File: src/rtl/mul_sched_pkg.sv
// Shared constants and tag type for the multiplier request scheduler.
// Default parameters here must match the shared boothmul instance.
package mul_sched_pkg;

  localparam int DEF_WIDTH   = 8;
  localparam int DEF_NREQ    = 2;
  localparam int DEF_LATENCY = 10;
  localparam int DEF_DEPTH   = 16;

  // Tag ids are sized for the largest supported requester count (8).
  localparam int MAX_IDW = 3;

  typedef struct packed {
    logic               valid;
    logic [MAX_IDW-1:0] id;
  } tag_t;

endpackage

File: src/rtl/mul_sched_fifo.sv
// Synchronous response FIFO with asynchronous reset of its pointers and count.
// The head entry reads as zero while empty, so stale contents never leak out.
module mul_sched_fifo #(
  parameter int DEPTH = 16,
  parameter int DW    = 8
) (
  input  logic          clk,
  input  logic          rst,
  input  logic          push,
  input  logic [DW-1:0] push_data,
  input  logic          pop,
  output logic [DW-1:0] pop_data,
  output logic          empty
);

  localparam int PW = (DEPTH > 1) ? $clog2(DEPTH) : 1;
  localparam int CW = $clog2(DEPTH + 1);

  logic [DW-1:0] mem_q [DEPTH];
  logic [PW-1:0] wr_ptr_q, wr_ptr_d;
  logic [PW-1:0] rd_ptr_q, rd_ptr_d;
  logic [CW-1:0] count_q, count_d;
  logic          full;
  logic          do_pop;

  function automatic logic [PW-1:0] wrap_inc(input logic [PW-1:0] p);
    return (p == PW'(DEPTH - 1)) ? '0 : p + 1'b1;
  endfunction

  assign empty    = (count_q == '0);
  assign full     = (count_q == CW'(DEPTH));
  assign do_pop   = pop && !empty;
  assign pop_data = empty ? '0 : mem_q[rd_ptr_q];

  always_comb begin
    wr_ptr_d = push   ? wrap_inc(wr_ptr_q) : wr_ptr_q;
    rd_ptr_d = do_pop ? wrap_inc(rd_ptr_q) : rd_ptr_q;
    count_d  = count_q;
    if (push && !do_pop) begin
      count_d = count_q + 1'b1;
    end else if (do_pop && !push) begin
      count_d = count_q - 1'b1;
    end
  end

  always_ff @(posedge clk or posedge rst) begin
    if (rst) begin
      wr_ptr_q <= '0;
      rd_ptr_q <= '0;
      count_q  <= '0;
    end else begin
      wr_ptr_q <= wr_ptr_d;
      rd_ptr_q <= rd_ptr_d;
      count_q  <= count_d;
    end
  end

  // When full, a same-edge pop frees the slot the push lands in.
  always_ff @(posedge clk) begin
    if (push) begin
      mem_q[wr_ptr_q] <= push_data;
    end
  end

  a_no_overflow: assert property (@(posedge clk) disable iff (rst) !(push && full && !do_pop));

endmodule

File: src/rtl/mul_sched.sv
// Round-robin scheduler sharing one pipelined multiplier among NREQ requesters,
// returning products in accept order through a credit-guarded response FIFO.
module mul_sched
  import mul_sched_pkg::*;
#(
  parameter int WIDTH   = DEF_WIDTH,
  parameter int NREQ    = DEF_NREQ,
  parameter int LATENCY = DEF_LATENCY,
  parameter int DEPTH   = DEF_DEPTH
) (
  input  logic                      clk,
  input  logic                      rst,
  input  logic [NREQ-1:0]           req_valid,
  output logic [NREQ-1:0]           req_ready,
  input  logic [NREQ*WIDTH-1:0]     req_w,
  input  logic [NREQ*WIDTH-1:0]     req_x,
  output logic [WIDTH-1:0]          mul_w,
  output logic [WIDTH-1:0]          mul_x,
  input  logic [2*WIDTH-1:0]        mul_res,
  output logic                      rsp_valid,
  input  logic                      rsp_ready,
  output logic [$clog2(NREQ)-1:0]   rsp_id,
  output logic [2*WIDTH-1:0]        rsp_data,
  output logic                      busy
);

  localparam int IDW  = $clog2(NREQ);
  localparam int CNTW = $clog2(DEPTH + 1);
  localparam int EW   = IDW + 2*WIDTH;

  logic [IDW-1:0]  rr_ptr_q, rr_ptr_d;
  logic [CNTW-1:0] outstanding_q, outstanding_d;
  tag_t            tag_q [LATENCY];
  tag_t            tag_d [LATENCY];

  logic            can_accept;
  logic            grant_valid;
  logic [IDW-1:0]  grant_id;
  logic [IDW-1:0]  arb_idx;
  logic            push, pop, fifo_empty;
  logic [EW-1:0]   push_data, pop_data;

  // Credits cover both in-flight tags and queued responses, so the FIFO can
  // never overflow; a pop in the same cycle deliberately does not bypass.
  assign can_accept = !rst && (outstanding_q < CNTW'(DEPTH));

  always_comb begin
    grant_valid = 1'b0;
    grant_id    = '0;
    arb_idx     = rr_ptr_q;
    if (can_accept) begin
      for (int k = 0; k < NREQ; k++) begin
        if (!grant_valid && req_valid[arb_idx]) begin
          grant_valid = 1'b1;
          grant_id    = arb_idx;
        end
        arb_idx = (arb_idx == IDW'(NREQ - 1)) ? '0 : arb_idx + 1'b1;
      end
    end
  end

  always_comb begin
    req_ready = '0;
    mul_w     = '0;
    mul_x     = '0;
    if (grant_valid) begin
      req_ready[grant_id] = 1'b1;
      mul_w = req_w[grant_id*WIDTH +: WIDTH];
      mul_x = req_x[grant_id*WIDTH +: WIDTH];
    end
  end

  always_comb begin
    tag_d[0] = '{valid: grant_valid, id: MAX_IDW'(grant_id)};
    for (int k = 1; k < LATENCY; k++) begin
      tag_d[k] = tag_q[k-1];
    end
  end

  always_comb begin
    rr_ptr_d = rr_ptr_q;
    if (grant_valid) begin
      rr_ptr_d = (grant_id == IDW'(NREQ - 1)) ? '0 : grant_id + 1'b1;
    end
    outstanding_d = outstanding_q;
    if (grant_valid && !pop) begin
      outstanding_d = outstanding_q + 1'b1;
    end else if (pop && !grant_valid) begin
      outstanding_d = outstanding_q - 1'b1;
    end
  end

  always_ff @(posedge clk or posedge rst) begin
    if (rst) begin
      rr_ptr_q      <= '0;
      outstanding_q <= '0;
      for (int k = 0; k < LATENCY; k++) begin
        tag_q[k] <= '0;
      end
    end else begin
      rr_ptr_q      <= rr_ptr_d;
      outstanding_q <= outstanding_d;
      tag_q         <= tag_d;
    end
  end

  // The last tag stage lines up with the product appearing on mul_res.
  assign push      = tag_q[LATENCY-1].valid;
  assign push_data = {tag_q[LATENCY-1].id[IDW-1:0], mul_res};

  mul_sched_fifo #(
    .DEPTH (DEPTH),
    .DW    (EW)
  ) u_fifo (
    .clk       (clk),
    .rst       (rst),
    .push      (push),
    .push_data (push_data),
    .pop       (pop),
    .pop_data  (pop_data),
    .empty     (fifo_empty)
  );

  assign rsp_valid = !fifo_empty;
  assign pop       = rsp_valid && rsp_ready;
  assign rsp_id    = pop_data[EW-1 -: IDW];
  assign rsp_data  = pop_data[2*WIDTH-1:0];
  assign busy      = (outstanding_q != '0);

endmodule

File: config.mk
export PLATFORM = sky130hd
export DESIGN_NAME = mul_sched
export DESIGN_NICKNAME = d
export VERILOG_FILES = /design/src/rtl/mul_sched_pkg.sv /design/src/rtl/mul_sched_fifo.sv /design/src/rtl/mul_sched.sv
export SDC_FILE = /design/constraint.sdc
export NUM_CORES = 1
export LEC_CHECK = 0
export CAP_MARGIN = 20
export CORE_MARGIN = 2
export CORE_UTILIZATION = 42
export CTS_CLUSTER_DIAMETER = 150
export CTS_CLUSTER_SIZE = 30
export DETAILED_ROUTE_END_ITERATION = 10
export PLACE_DENSITY_LB_ADDON = 0.12
export SETUP_SLACK_MARGIN = 0.4
export SLEW_MARGIN = 20
export SYNTH_ARGS = -nofsm -noshare
export SYNTH_HDL_FRONTEND = slang
export SYNTH_SLANG_ARGS = --single-unit
File: constraint.sdc
create_clock -name clk -period 2.8 [get_ports clk]
set_clock_uncertainty 0.2 [all_clocks]
set_input_delay 0.56 -clock clk [delete_from_list [all_inputs] [get_ports clk]]
set_output_delay 0.56 -clock clk [all_outputs]
set_load 0.01 [all_outputs]
; ---- Word-level counts from Yosys, hierarchy flattened
; Memory sizes are Yosys's and may differ from the RTL's.
; Cells that the tools add are included.
[classes]
n_addsub = 8
magnitude_cmp = 5
eq_ne = 2
shifts = 2
muxes = 27
n_reduce_logical = 20
[op_table]
columns = op, n
row1 = 16-bit by 5-bit variable part select with 8-bit output, 2
row2 = 5-bit 2-to-1 mux, 4
row3 = 17-bit 2-to-1 mux, 1
row4 = 1-bit 2-to-1 mux, 16
row5 = 8-bit 2-to-1 mux, 2
row6 = "5-bit by 1-bit adder with 5-bit output, second input constant", 2
row7 = "5-bit by 1-bit subtractor with 5-bit output, second input constant", 2
row8 = 1-bit logical AND, 9
row9 = "4-bit by 1-bit adder with 4-bit output, second input constant", 2
row10 = "4-bit equality test, second input constant", 2
row11 = 4-bit 2-to-1 mux, 2
row12 = 1-bit zero test, 7
row13 = "1-bit by 2-bit < comparator with 1-bit output, second input constant", 3
row14 = 5-bit zero test, 1
row15 = "5-bit < comparator, second input constant", 1
row16 = 5-bit nonzero test, 1
row17 = 2-bit nonzero test, 2
row18 = "1-bit adder, second input constant", 2
row19 = 2-bit 2-to-1 mux, 1
row20 = 1-bit demux with 1-bit select, 1
row21 = "1-bit >= comparator, second input constant", 1
[totals]
reg_bits = 39
ram_bits = 272
input_bits = 53
wordCells = 90
mem_count = 1
[memory_table]
columns = name, words, width, rd, rd_ports_with_merged_regs, write_ports, line_no
row1 = u_fifo.mem_q, 16, 17, 1, 0, 1, mul_sched_fifo.sv:19  ; logic [DW-1:0] mem_q [DEPTH];

; ---- Logic depth before layout (Yosys ltp)
[logic_depth]
ltp_word = 13
ltp_mapped = 11
mapped_depth_nobuf = 10

; ---- Modules after synthesis
; A second synthesis with hierarchy kept.
[hier_totals]
hier_cells = 601
area_unflattened_um2 = 12553.3
[modules_own_cells]
columns = module, instances, cells_each, area_per_inst_um2
row1 = mul_sched_fifo, 1, 508, 11362.1
row2 = mul_sched, 1, 93, 1191.1

; ---- Worst setup path before layout
; No wires, ideal clock.
[synth_timing]
kind = register to register
start = reg u_fifo.count_q[0]
end = reg u_fifo.count_q[4]
arrival_time_ns = 2.605
required_ns = 2.474
slack_ns = -0.131
path_stages_with_launch = 12
path_buffers = 1
path_cell_list = dfrtp_1 -> nor3_1 -> nand2_1 -> clkbuf_1 -> nand2_1 -> ha_1 -> inv_1 -> fa_1 -> a21o_1 -> a2111oi_0 -> a31oi_1 -> a221o_1
[synth_between]
elab_chain_len = 7
word_cells_on_any_way = 12
[synth_lines]
columns = element, line_no
row1 = start: declaration, mul_sched_fifo.sv:22  ; logic [CW-1:0] count_q, count_d;
row2 = start signal: assignment, mul_sched_fifo.sv:54  ; count_q <= count_d;
row3 = 5-bit zero test *, mul_sched_fifo.sv:30  ; assign empty = (count_q == '0);
row4 = 1-bit zero test *, mul_sched.sv:124  ; assign rsp_valid = !fifo_empty;
row5 = net rsp_valid, mul_sched.sv:20  ; output logic rsp_valid,
row6 = 1-bit logical AND, mul_sched.sv:125  ; assign pop = rsp_valid && rsp_ready;
row7 = 1-bit logical AND *, mul_sched_fifo.sv:32  ; assign do_pop = pop && !empty;
row8 = 1-bit zero test, mul_sched_fifo.sv:39  ; if (push && !do_pop) begin
row9 = 1-bit logical AND, mul_sched_fifo.sv:39
row10 = 5-bit 2-to-1 mux or 2-bit nonzero test (tied branches), -
; The timed path passes the listed nets; every way through them passes the cells marked *. The select of a mux whose other input is x is not followed.
; A chain may end at the register's enable or synchronous reset.

; ---- Worst setup path after layout
[layout_timing]
start = reg u_fifo.rd_ptr_q[1]
end = out rsp_data[2]
[layout_between]
elab_chain_len = 2
[layout_lines]
columns = element, line_no
row1 = start: declaration, mul_sched_fifo.sv:21  ; logic [PW-1:0] rd_ptr_q, rd_ptr_d;
row2 = start signal: assignment, mul_sched_fifo.sv:53  ; rd_ptr_q <= rd_ptr_d;
row3 = memory read 16 x 17 bit, -
row4 = 17-bit 2-to-1 mux, mul_sched_fifo.sv:33  ; assign pop_data = empty ? '0 : mem_q[rd_ptr_q];
row5 = end: declaration, mul_sched.sv:23  ; output logic [2*WIDTH-1:0] rsp_data,
; Every way passes these cells.

==> impl_results.md <==
- CP Max Fanout: 8
- Die width: 176 um
- Reg2Reg Depth: 11
- Routed vias: approximately 6.4k
- Pwr Total: between 10 and 15 mW
- WHS Path Cells: 0
- Mapped cell area: between 0.01 and 0.015 mm2
- DR WL/cell: roughly 24 um
- Remaining antenna violation count after routing: 0
- Ys flop type: edfxtp_1
- Die ar.: a little over 0.03 mm2
- Clock slew at reported path FFs: approximately 0.11 ns
- Total Routing Usage GR: between 10% and 20%
- N_diodes: 0
- Drt total wl: 28000 um
- Multi-input gate area: 0.00327 mm2
- F_max: 0.303 GHz
- Gate Count Post-Synth: 611
- Dpl ws: -0.707 ns
- Synthesized net count: between 600 and 700
- P_int: just under 10 mW
- Leak: ~5.3 nW
- Maxcap violations: 0
- Area growth syn-to-layout: 23.6%
- Post-DP HPWL: roughly 17000 um
- Crit Path Category: flop to primary output
- Num CTS Buffers: 14
- Top cell type's share of synthesized area: between 60% and 70%
- Period utilisation layout: 118%
- Placed Cells: 1119
- Status: complete, but fails checks
- Flop pwr share: approximately two fifths
- Die height: 176 um
- Rows: 62
- Synth top area cells: edfxtp_1 66%, mux4_2 9.6%, dfrtp_1 7.9%
- RePlAce Congestion: approximately 0.81
- DP Area: around 0.014 mm2
- First-pass GRT wire length: 42100 um
- Grt total ovfl: 0
- Vias/cell: roughly 5.4
- Req. time, crit path: roughly 2.0 ns
- Startpoint types: flop
- TritonCTS clock tree: yes
- Clk network pwr share: between 10% and 20%
- FF+latch count, synth: about 310
- Synth Area per Inst: ~20 um2
- Initial antenna violation count: 1
- FILL cells: roughly 2.3k
- # DRC: 0
- Crit path capture type: primary output
- Slew @ Worst Pin: between 0.5 and 0.6 ns
- Post-synth EDFFs: about 270
- Final WS setup: -0.495 ns
- Fin nets: 861
- Async SR Flop Fraction: approximately 13%
- Slew HR: roughly 62%
- Hold Crit Class: flop to flop
- CTS max path bufs: 3
- Final Hold Fails: 0
- Initial Util: a little over two fifths
- Number of global-route vias before repair: 6888
- Peak VDD IR: about 0.45 mV
- Share of layout cells above drive strength 1: 36.2%
- Seq/Total Area, Yosys: around three quarters
- Slew Viols, Final: 0
- Power per standard cell area: 916 mW/mm2
- Non-Filler Instances: between 1k and 1.5k
- CTS Hold Bufs: 0
- Switch Pwr: roughly 4.4 mW
- Library cells used by synthesis: 40
- Post-route cell area: ~0.015 mm2
- Warnings, synthesis: 0
- Largest net degree at the start of global routing: 36
- IO Port Bufs: between 80 and 90
- Initial drt markers: about 490
- Later-pin clock latency in the skew report: roughly 0.5 ns
- Crit path DAT: about 2.5 ns
- Post-synth top area cell: edfxtp_1
- RSZ-0062 raised after global routing: yes
- Root Driver: clkbuf_16
- Fin Hold WS: 0.160 ns
- Number of top-level pins: 90
- Sw Share: 31.1%
- H-tree depth: 1
- Register area: around 0.0092 mm2
- Failing checks: setup timing
- Core ar.: ~0.029 mm2
- Period minus WS final: 3.29 ns
- Finish-stage setup viols: 17
- Clk sink count: about 310
- Comb pwr share: between 40% and 50%
- Drt pass-1 iters: 4
placed cells by master (no fill, tap or decap), types with 5 or more instances in the layout:
cell	netlist	routed
a21oi_1	23	18
a21oi_2	0	5
a22o_1	16	16
and2_1	13	12
buf_12	1	21
buf_16	0	6
buf_2	13	33
buf_4	4	67
buf_6	2	17
clkbuf_1	11	8
clkbuf_16	0	15
clkdlybuf4s50_1	0	49
dfrtp_1	39	35
edfxtp_1	272	272
ha_1	13	9
mux2_2	22	14
mux2_4	0	8
mux2i_1	17	17
mux4_2	53	64
nand2_1	12	9
nor2_1	7	6
o21ai_1	12	10
o21ai_2	0	10
xnor2_1	7	7
stage by stage:
stage,TNS [ns],utilization [%]
after global routing,-9.32,53.1
after floorplan,0,-
final,-7.59,53.1
after global placement,-14.70,49.7
after CTS,-8.00,52.8
after detailed placement,-16.72,49.7
cells in the mapped netlist, drive strengths merged (4+ instances only):
| master | n |
|---|---|
| a21oi | 23 |
| dfrtp | 39 |
| mux2 | 22 |
| buf | 23 |
| and2 | 13 |
| edfxtp | 272 |
| ha | 13 |
| o21ai | 24 |
| xnor2 | 7 |
| nor2 | 7 |
| nor3 | 8 |
| mux2i | 17 |
| a22o | 16 |
| nand2 | 12 |
| a21o | 4 |
| clkbuf | 11 |
| mux4 | 68 |
| inv | 6 |
cells by family (layout without fill, tap and decap cells):
family,Yosys count,count (layout),synth area share (%)
DFF,311,311,73.6
muxes,107,107,16.1
adders and majority gates,15,15,1.63
buffers and inverters,40,230,1.80
and+or+nand+nor,52,52,2.29
xor gates and xnor gates,9,9,0.634
AOI/OAI and AO/OA,77,77,3.91
area by class of cell:
type	count	share of cell area (%)
Sequential cell	311	59.6
Multi-Input combinational cell	260	21.3
Timing Repair Buffer	200	13.0
Tap cell	384	3.13
Clock buffer	23	2.64
Inverter	6	0.179
Clock inverter	1	0.130
layer usage:
metal | GRT usage (%) | wire [um] | vias up
met5 | 0 | 10 | -
met4 | 3.65 | 477 | 2
met3 | 2.48 | 1140 | 31
met2 | 31.8 | 14100 | 160
met1 | 25.2 | 12300 | 3414
li1 | - | - | 2841
worst paths after layout:
check                                   startpoint  slack (ns)                 end
worst max-delay path            u_fifo.rd_ptr_q[1]       -0.49         rsp_data[2]
worst min-delay path                      tag_d[7]        0.16            tag_d[3]
worst max register to register   u_fifo.count_q[0]        0.10    outstanding_q[4]
max in group asynchronous                      rst        1.47  u_fifo.wr_ptr_q[0]
min in group asynchronous                      rst        0.25            rr_ptr_q
worst min register to register            tag_d[7]        0.16            tag_d[3]
worst max-delay path, cell delays in order, from the launching register on:
cell	delay (ns)
dfrtp_4	0.57
buf_6	0.17
buf_12	0.13
mux4_2	0.49
mux2_4	0.30
o21ai_2	0.14
a21oi_1	0.07
buf_2	0.15
power by group through the flow:
stage	Sequential, mW	Combinational (mW)	Clock, mW
2_1_floorplan	5.69	3.18	0
5_1_grt	5.81	6.30	2.66
3_5_place_dp	5.85	5.15	0
4_1_cts	5.77	5.81	2.50
6_report	5.77	5.87	2.44
3_3_place_gp	5.83	5.07	0
registers in the layout (all words and copies together) (netlist names):
name	cells
tag_d	18
u_fifo.count_q	5
outstanding_q	5
u_fifo.mem_q	272
u_fifo.wr_ptr_q	4
push	1
u_fifo.rd_ptr_q	4
push_data	1
rr_ptr_q	1
what timing repair did:
action | 4_1_cts | 5_1_grt
pin swaps | 18 | 10
hold endpoints to repair | 0 | 0
cloned | 6 | 0
resized for setup | 220 | 19
buffers inserted | 32 | 4
endpoints found under the setup margin | 41 | 40
(Power assumes the default switching activity.)
